==> src/rtl/rr_arb_mux.sv <==
// Round-robin N:1 arbiter/multiplexer with packet locking.
// A grant is held from the first beat of a packet through its last beat.
module rr_arb_mux #(
  parameter int unsigned N     = 2,
  parameter int unsigned NBITS = 8,
  parameter int unsigned IDW   = (N > 1) ? $clog2(N) : 1
) (
  input  logic                 clk,
  input  logic                 resetn,
  input  logic [N-1:0]         in_valid,
  input  logic [N*NBITS-1:0]   in_data,
  input  logic [N-1:0]         in_last,
  output logic [N-1:0]         in_ready,
  output logic                 out_valid,
  output logic [NBITS-1:0]     out_data,
  output logic                 out_last,
  input  logic                 out_ready,
  output logic [N-1:0]         out_grant,
  output logic [IDW-1:0]       out_id
);

  logic [IDW-1:0] ptr, lk, g_id, ptr_nxt;
  logic           lock;
  logic [IDW-1:0] eff_ptr, eff_lk;
  logic           eff_lock;
  logic [N-1:0]   grant;
  logic           has_grant;
  logic           xfer;

  // While resetn is low the outputs already behave as if the state were cleared.
  assign eff_lock = resetn & lock;
  assign eff_ptr  = resetn ? ptr : '0;
  assign eff_lk   = resetn ? lk  : '0;

  always_comb begin
    int unsigned idx;
    idx       = 0;
    grant     = '0;
    g_id      = '0;
    has_grant = 1'b0;
    if (eff_lock) begin
      has_grant = 1'b1;
      g_id      = eff_lk;
      for (int unsigned i = 0; i < N; i++) begin
        grant[i] = (eff_lk == IDW'(i));
      end
    end else begin
      for (int unsigned k = 0; k < N; k++) begin
        idx = 32'(eff_ptr) + k;
        if (idx >= N) idx = idx - N;
        if (!has_grant && in_valid[idx]) begin
          has_grant  = 1'b1;
          grant[idx] = 1'b1;
          g_id       = IDW'(idx);
        end
      end
    end
  end

  always_comb begin
    out_valid = 1'b0;
    out_last  = 1'b0;
    out_data  = '0;
    for (int unsigned i = 0; i < N; i++) begin
      if (grant[i]) begin
        out_valid = out_valid | in_valid[i];
        out_last  = out_last  | in_last[i];
        out_data  = out_data  | in_data[i*NBITS +: NBITS];
      end
    end
  end

  assign in_ready  = grant & {N{out_ready & has_grant}};
  assign out_grant = grant;
  assign out_id    = g_id;
  assign xfer      = out_valid & out_ready;
  assign ptr_nxt   = (g_id == IDW'(N - 1)) ? '0 : g_id + IDW'(1);

  always_ff @(posedge clk) begin
    if (!resetn) begin
      ptr  <= '0;
      lock <= 1'b0;
      lk   <= '0;
    end else if (xfer) begin
      if (out_last) begin
        lock <= 1'b0;
        ptr  <= ptr_nxt;
      end else begin
        lock <= 1'b1;
        lk   <= g_id;
      end
    end
  end

endmodule

==> config.mk <==
export PLATFORM = sky130hd
export DESIGN_NAME = rr_arb_mux
export DESIGN_NICKNAME = d
export VERILOG_FILES = /design/src/rtl/rr_arb_mux.sv
export SDC_FILE = /design/constraint.sdc
export NUM_CORES = 1
export LEC_CHECK = 0
export BUFFER_PORTS_ARGS = -buffer_cell sky130_fd_sc_hd__clkbuf_2
export CAP_MARGIN = 20
export CORE_AREA = 2 2 39 41
export DETAILED_ROUTE_END_ITERATION = 8
export DIE_AREA = 0 0 41 43
export PLACE_DENSITY = 0.72
export SETUP_SLACK_MARGIN = 0.1
export SLEW_MARGIN = 20
export SYNTH_ARGS = -nofsm -noshare
export SYNTH_HDL_FRONTEND = slang
export SYNTH_SLANG_ARGS = --single-unit
==> constraint.sdc <==
create_clock -name clk -period 1.8 [get_ports clk]
set_clock_uncertainty 0.2 [all_clocks]
set_input_delay 0.18 -clock clk [delete_from_list [all_inputs] [get_ports clk]]
set_output_delay 0.18 -clock clk [all_outputs]
set_load 0.005 [all_outputs]
# [Word level (Yosys, flattened, before mapping)]
# Cells that the tools add are included.
[word_totals] reg_bits=3 out_inout_bits=15 word_cells=62
[op_classes] addsub=4 magnitude_cmp=6 muxes=33 n_bitwise=10 reduce_logical=6
[ops] op="$mux W32" n=4
[ops] op="$ge A32 B1 Y1 const B" n=2
[ops] op="$lt A32 B2 Y1 const B" n=2
[ops] op="$mux W1" n=21
[ops] op="$mux W8" n=2
[ops] op="$mux W2" n=4
[ops] op="$or A8 B8 Y8" n=1
[ops] op="$reduce_and A2 Y1" n=2
[ops] op="$and A1 B1 Y1" n=3
[ops] op="$logic_and A1 B1 Y1" n=3
[ops] op="$sub A1 B2 Y3 const B" n=1
[ops] op="$sub A2 B2 Y3 const B" n=1
[ops] op="$add A1 B1 Y2 const B" n=1
[ops] op="$and A2 B2 Y2" n=1
[ops] op="$demux W1 S1" n=2
[ops] op="$ge A1 B2 Y1 const B" n=1
[ops] op="$ge A2 B2 Y1 const B" n=1
[ops] op="$not A1 Y1" n=2
[ops] op="$or A1 B1 Y1" n=2
[ops] op="$or A2 B2 Y2" n=1
[ops] op="$add A1 B1 Y1 const B" n=1
[ops] op="$logic_not A1 Y1" n=1

# [Logic depth before layout (Yosys ltp)]
[logic_depth] depth_word=18 ltp_mapped=4

# [Worst setup path before layout]
# No wires, ideal clock.
[synth_timing] path_kind="reg-to-reg" start="reg lk" end="reg ptr" arrival_ns=1.161 required_ns=1.481 setup_slack_ns=0.321 stages_incl_launch_ff=5 period_less_slack_ns=1.479 path_cell_list="dfxtp_1 -> mux2i_1 -> a21oi_1 -> and3_1 -> o221a_1"
[synth_via] elab_chain_cells=8
[synth_lines] element="start: declaration" line="22" source="logic [IDW-1:0] ptr, lk, g_id, ptr_nxt;"
[synth_lines] element="start signal: assignment" line="90" source="lk <= g_id;"
[synth_lines] element="$mux W1 (*)" line="33" source="assign eff_lk = resetn ? lk : '0;"
[synth_lines] element="$not A1 Y1" line="45" source="grant[i] = (eff_lk == IDW'(i));"
[synth_lines] element="$mux W2" line="41" source="if (eff_lock) begin"
[synth_lines] element="$mux W1" line="65" source="if (grant[i]) begin"
[synth_lines] element="$or A1 B1 Y1" line="66" source="out_valid = out_valid | in_valid[i];"
[synth_lines] element="$mux W1" line="65"
[synth_lines] element="$and A1 B1 Y1" line="76" source="assign xfer = out_valid & out_ready;"
[synth_lines] element="$reduce_and A2 Y1 (no source line)"
[synth_lines] element="end signal: assignment" line="87" source="ptr <= ptr_nxt;"
[synth_lines] element="end: declaration" line="22"
# Every way passes the cells marked *; elsewhere a longest branch is shown, timed or not.
# A chain may end at the register's enable or synchronous reset.

# [Worst setup path after layout]
[layout_timing] start="reg lock" end="out out_last"
[layout_via] elab_chain_cells=5
[layout_lines] element="start: declaration" line="23" source="logic lock;"
[layout_lines] element="start signal: assignment" line="82" source="lock <= 1'b0;"
[layout_lines] element="start signal: assignment" line="86" source="lock <= 1'b0;"
[layout_lines] element="start signal: assignment" line="89" source="lock <= 1'b1;"
[layout_lines] element="$and A1 B1 Y1 (*)" line="31" source="assign eff_lock = resetn & lock;"
[layout_lines] element="$mux W2 (*)" line="41"
[layout_lines] element="$mux W1" line="65"
[layout_lines] element="$or A1 B1 Y1" line="67" source="out_last = out_last | in_last[i];"
[layout_lines] element="$mux W1 (*)" line="65"
[layout_lines] element="end: declaration" line="16" source="output logic out_last,"
# Marks and branches as above.

==> flow_summary.ini <==
[clock_tree]
numCtsBuffers = 3
clk_pin_slew_ps = 40
cts.sinks = 3
htree_levels = 1
clk_path_buf_depth = 2
cts-root-buf = clkbuf_4
cts_tree = built
clk_latency_ps = 230

[logic_synthesis]
netlist_area_um2 = 350
synth_cells = 42
synth_area_leaders = a22o_1 22%, dfxtp_1 17%, and3_1 7.1%
synth_area_per_cell_um2 = 8.34
synth_top_area_share_pct = 22.5
yosysTopAreaCell = a22o_1
ys_types = 19
yosysWarnings = 0
ys_seq_area_share_pct = 17.1
ys_ff_latch = 3
syn-num-nets = 65

[finish]
layout_commonest_cell = clkbuf_2
regArea_um2 = 65.1
multi_input_area_um2 = 338
drive_gt1_share_pct = 64.0
design_area_um2 = 703
diodes = 0
final_cell_mix = 37 x clkbuf_2, 9 x a22o_1, 5 x buf_4
n_fill_cell = 134
syn_to_final_growth_pct = 101
nets = 113

[worst_hold_path]
hp-class = in2reg

[setup_path]
crit_path_start_kind = flip-flop
slowest_stage = dfxtp_2
crit_chain = and3_4 -> a41o_4 -> a22o_1 -> clkbuf_2
cpLargestDelayFamily = compound AO/OA/AOI/OAI gates
path_class = reg2out
crit_buf_inv = 1
crit_path_max_incr_delay_ps = 330
reg2reg_setup_slack_ps = 130
worst-endpoint-arrival_ps = 1360
worst-endpoint-required_ps = 1420
crit_path_max_fanout = 6
cp-end-kind = primary output

[detailed_routing]
vias_per_cell = 5.04
vias = 529
routedWlPerCell_um = 13.2
ant_nets = 0
drt_wl_total_um = 1390
dr.pass1.iters = 3
drt_iter0_markers = 3
drc_errors = 0

[sta]
rsz0062_at_grt = true
relSlewSlack_pct = 79.7
period_minus_slack_ps = 1740
setup_viol = 0
fmax_mhz = 576
finalHoldViolCount = 0
worst_pin_slew_ps = 305
timing.final.crit_share_pct = 96.5
setup_tns_ps = 0
drv_slew = 0

[die]
start_util_pct = 25.3
rows = 14
dieHeight_um = 43
die-area_mm2 = 0.00176
fp.dieW_um = 41
io_pins = 38
core_mm2 = 0.00138

[run_status]
outcome = finished, final reports clean

[global_route]
grt_max_degree = 13
antenna_found_initial = 0
grt_usage_pct = 16.2
grt_first_pass_wirelength_um = 1990
grt_overflow = 0
grt_pass1_vias = 491

[placed_design]
io_buffers = 37
place_congestion = 0.830
placedInstanceArea_um2 = 544
place_hpwl_um = 973

[power_and_ir_drop]
peakVddDrop_mv = 0.465
p_per_area_mw_per_mm2 = 548
leakage_nw = 0.388

[job]
cap_violations = 0
==> synth_stat cells <==
cell type  instances
and2_2             1
o221a_1            2
nand2_1            4
mux2i_1            1
a41o_1             2
buf_4              1
and2_1             1
o22ai_1            1
a21o_1             2
o221ai_2           1
and3_1             4
o21ai_0            1
a211oi_1           1
buf_6              1
a22o_1             9
dfxtp_1            3
nand2b_1           3
a21oi_1            3
nor2_1             1
==> flip-flops by register name, summed over array words and instances (netlist names) <==
| register | count |
|---|---|
| lk | 1 |
| ptr | 1 |
| lock | 1 |
==> logic make-up (layout without fill, tap and decap cells) <==
| logic type | after synthesis | in the layout | synth area share, % |
|---|---|---|---|
| flops | 3 | 3 | 17.1 |
| simple gates | 14 | 14 | 21.8 |
| buf+inv | 2 | 48 | 5.36 |
| mux | 1 | 1 | 2.86 |
| compound gates | 22 | 23 | 52.9 |
==> worst paths after layout <==
path                            startpoint       end  depth (start not counted)
worst max-delay path                  lock  out_last                          4
worst min-delay path                resetn        lk                          2
worst max register to register        lock        lk                          6
worst min register to register         ptr       ptr                          1
==> power by group <==
part           internal [mW]  switching (mW)
combinational          0.107          0.0829
sequential            0.0716         0.00541
clock                 0.0831          0.0350
total                  0.262           0.123
==> layout make-up <==
class / count / share of cell area, %
sequential: 3 / 9.25
timing repair buffer: 44 / 36.1
tap: 16 / 2.85
multi-input combinational: 38 / 48.0
clock buffer: 4 / 3.74
==> routing by layer <==
layer	part of all wire [%]	GRT usage, %	vias up
met2	50	26.3	20
li1	-	-	273
met4	1.4	11.3	0
met1	42	19.1	234
met3	6.3	0.524	2
met5	0	0	-
==> timing repair <==
action / in CTS / in global routing
setup buffers: 5 / 0
pin swaps: 11 / 0
gates resized for setup: 10 / 4
hold buffers: 0 / 0
gates cloned: 1 / 1
endpoints found under the setup margin: 12 / 11
==> stage by stage <==
step / cells / utilization (%) / setup WS, ps / hold WS (ps) / power [mW]
after floorplan: 42 / - / 321 / 122 / 0.155
after global placement: 94 / 39.3 / 135 / 287 / 0.221
after detailed placement: 94 / 39.3 / 80.4 / 289 / 0.224
after CTS: 104 / 48.9 / 54.6 / 57.2 / 0.383
after global routing: 105 / 50.8 / 8.05 / 103 / 0.418
final: 105 / 50.8 / 63.7 / 84.6 / 0.385
Power figures use the tool's default switching activity.
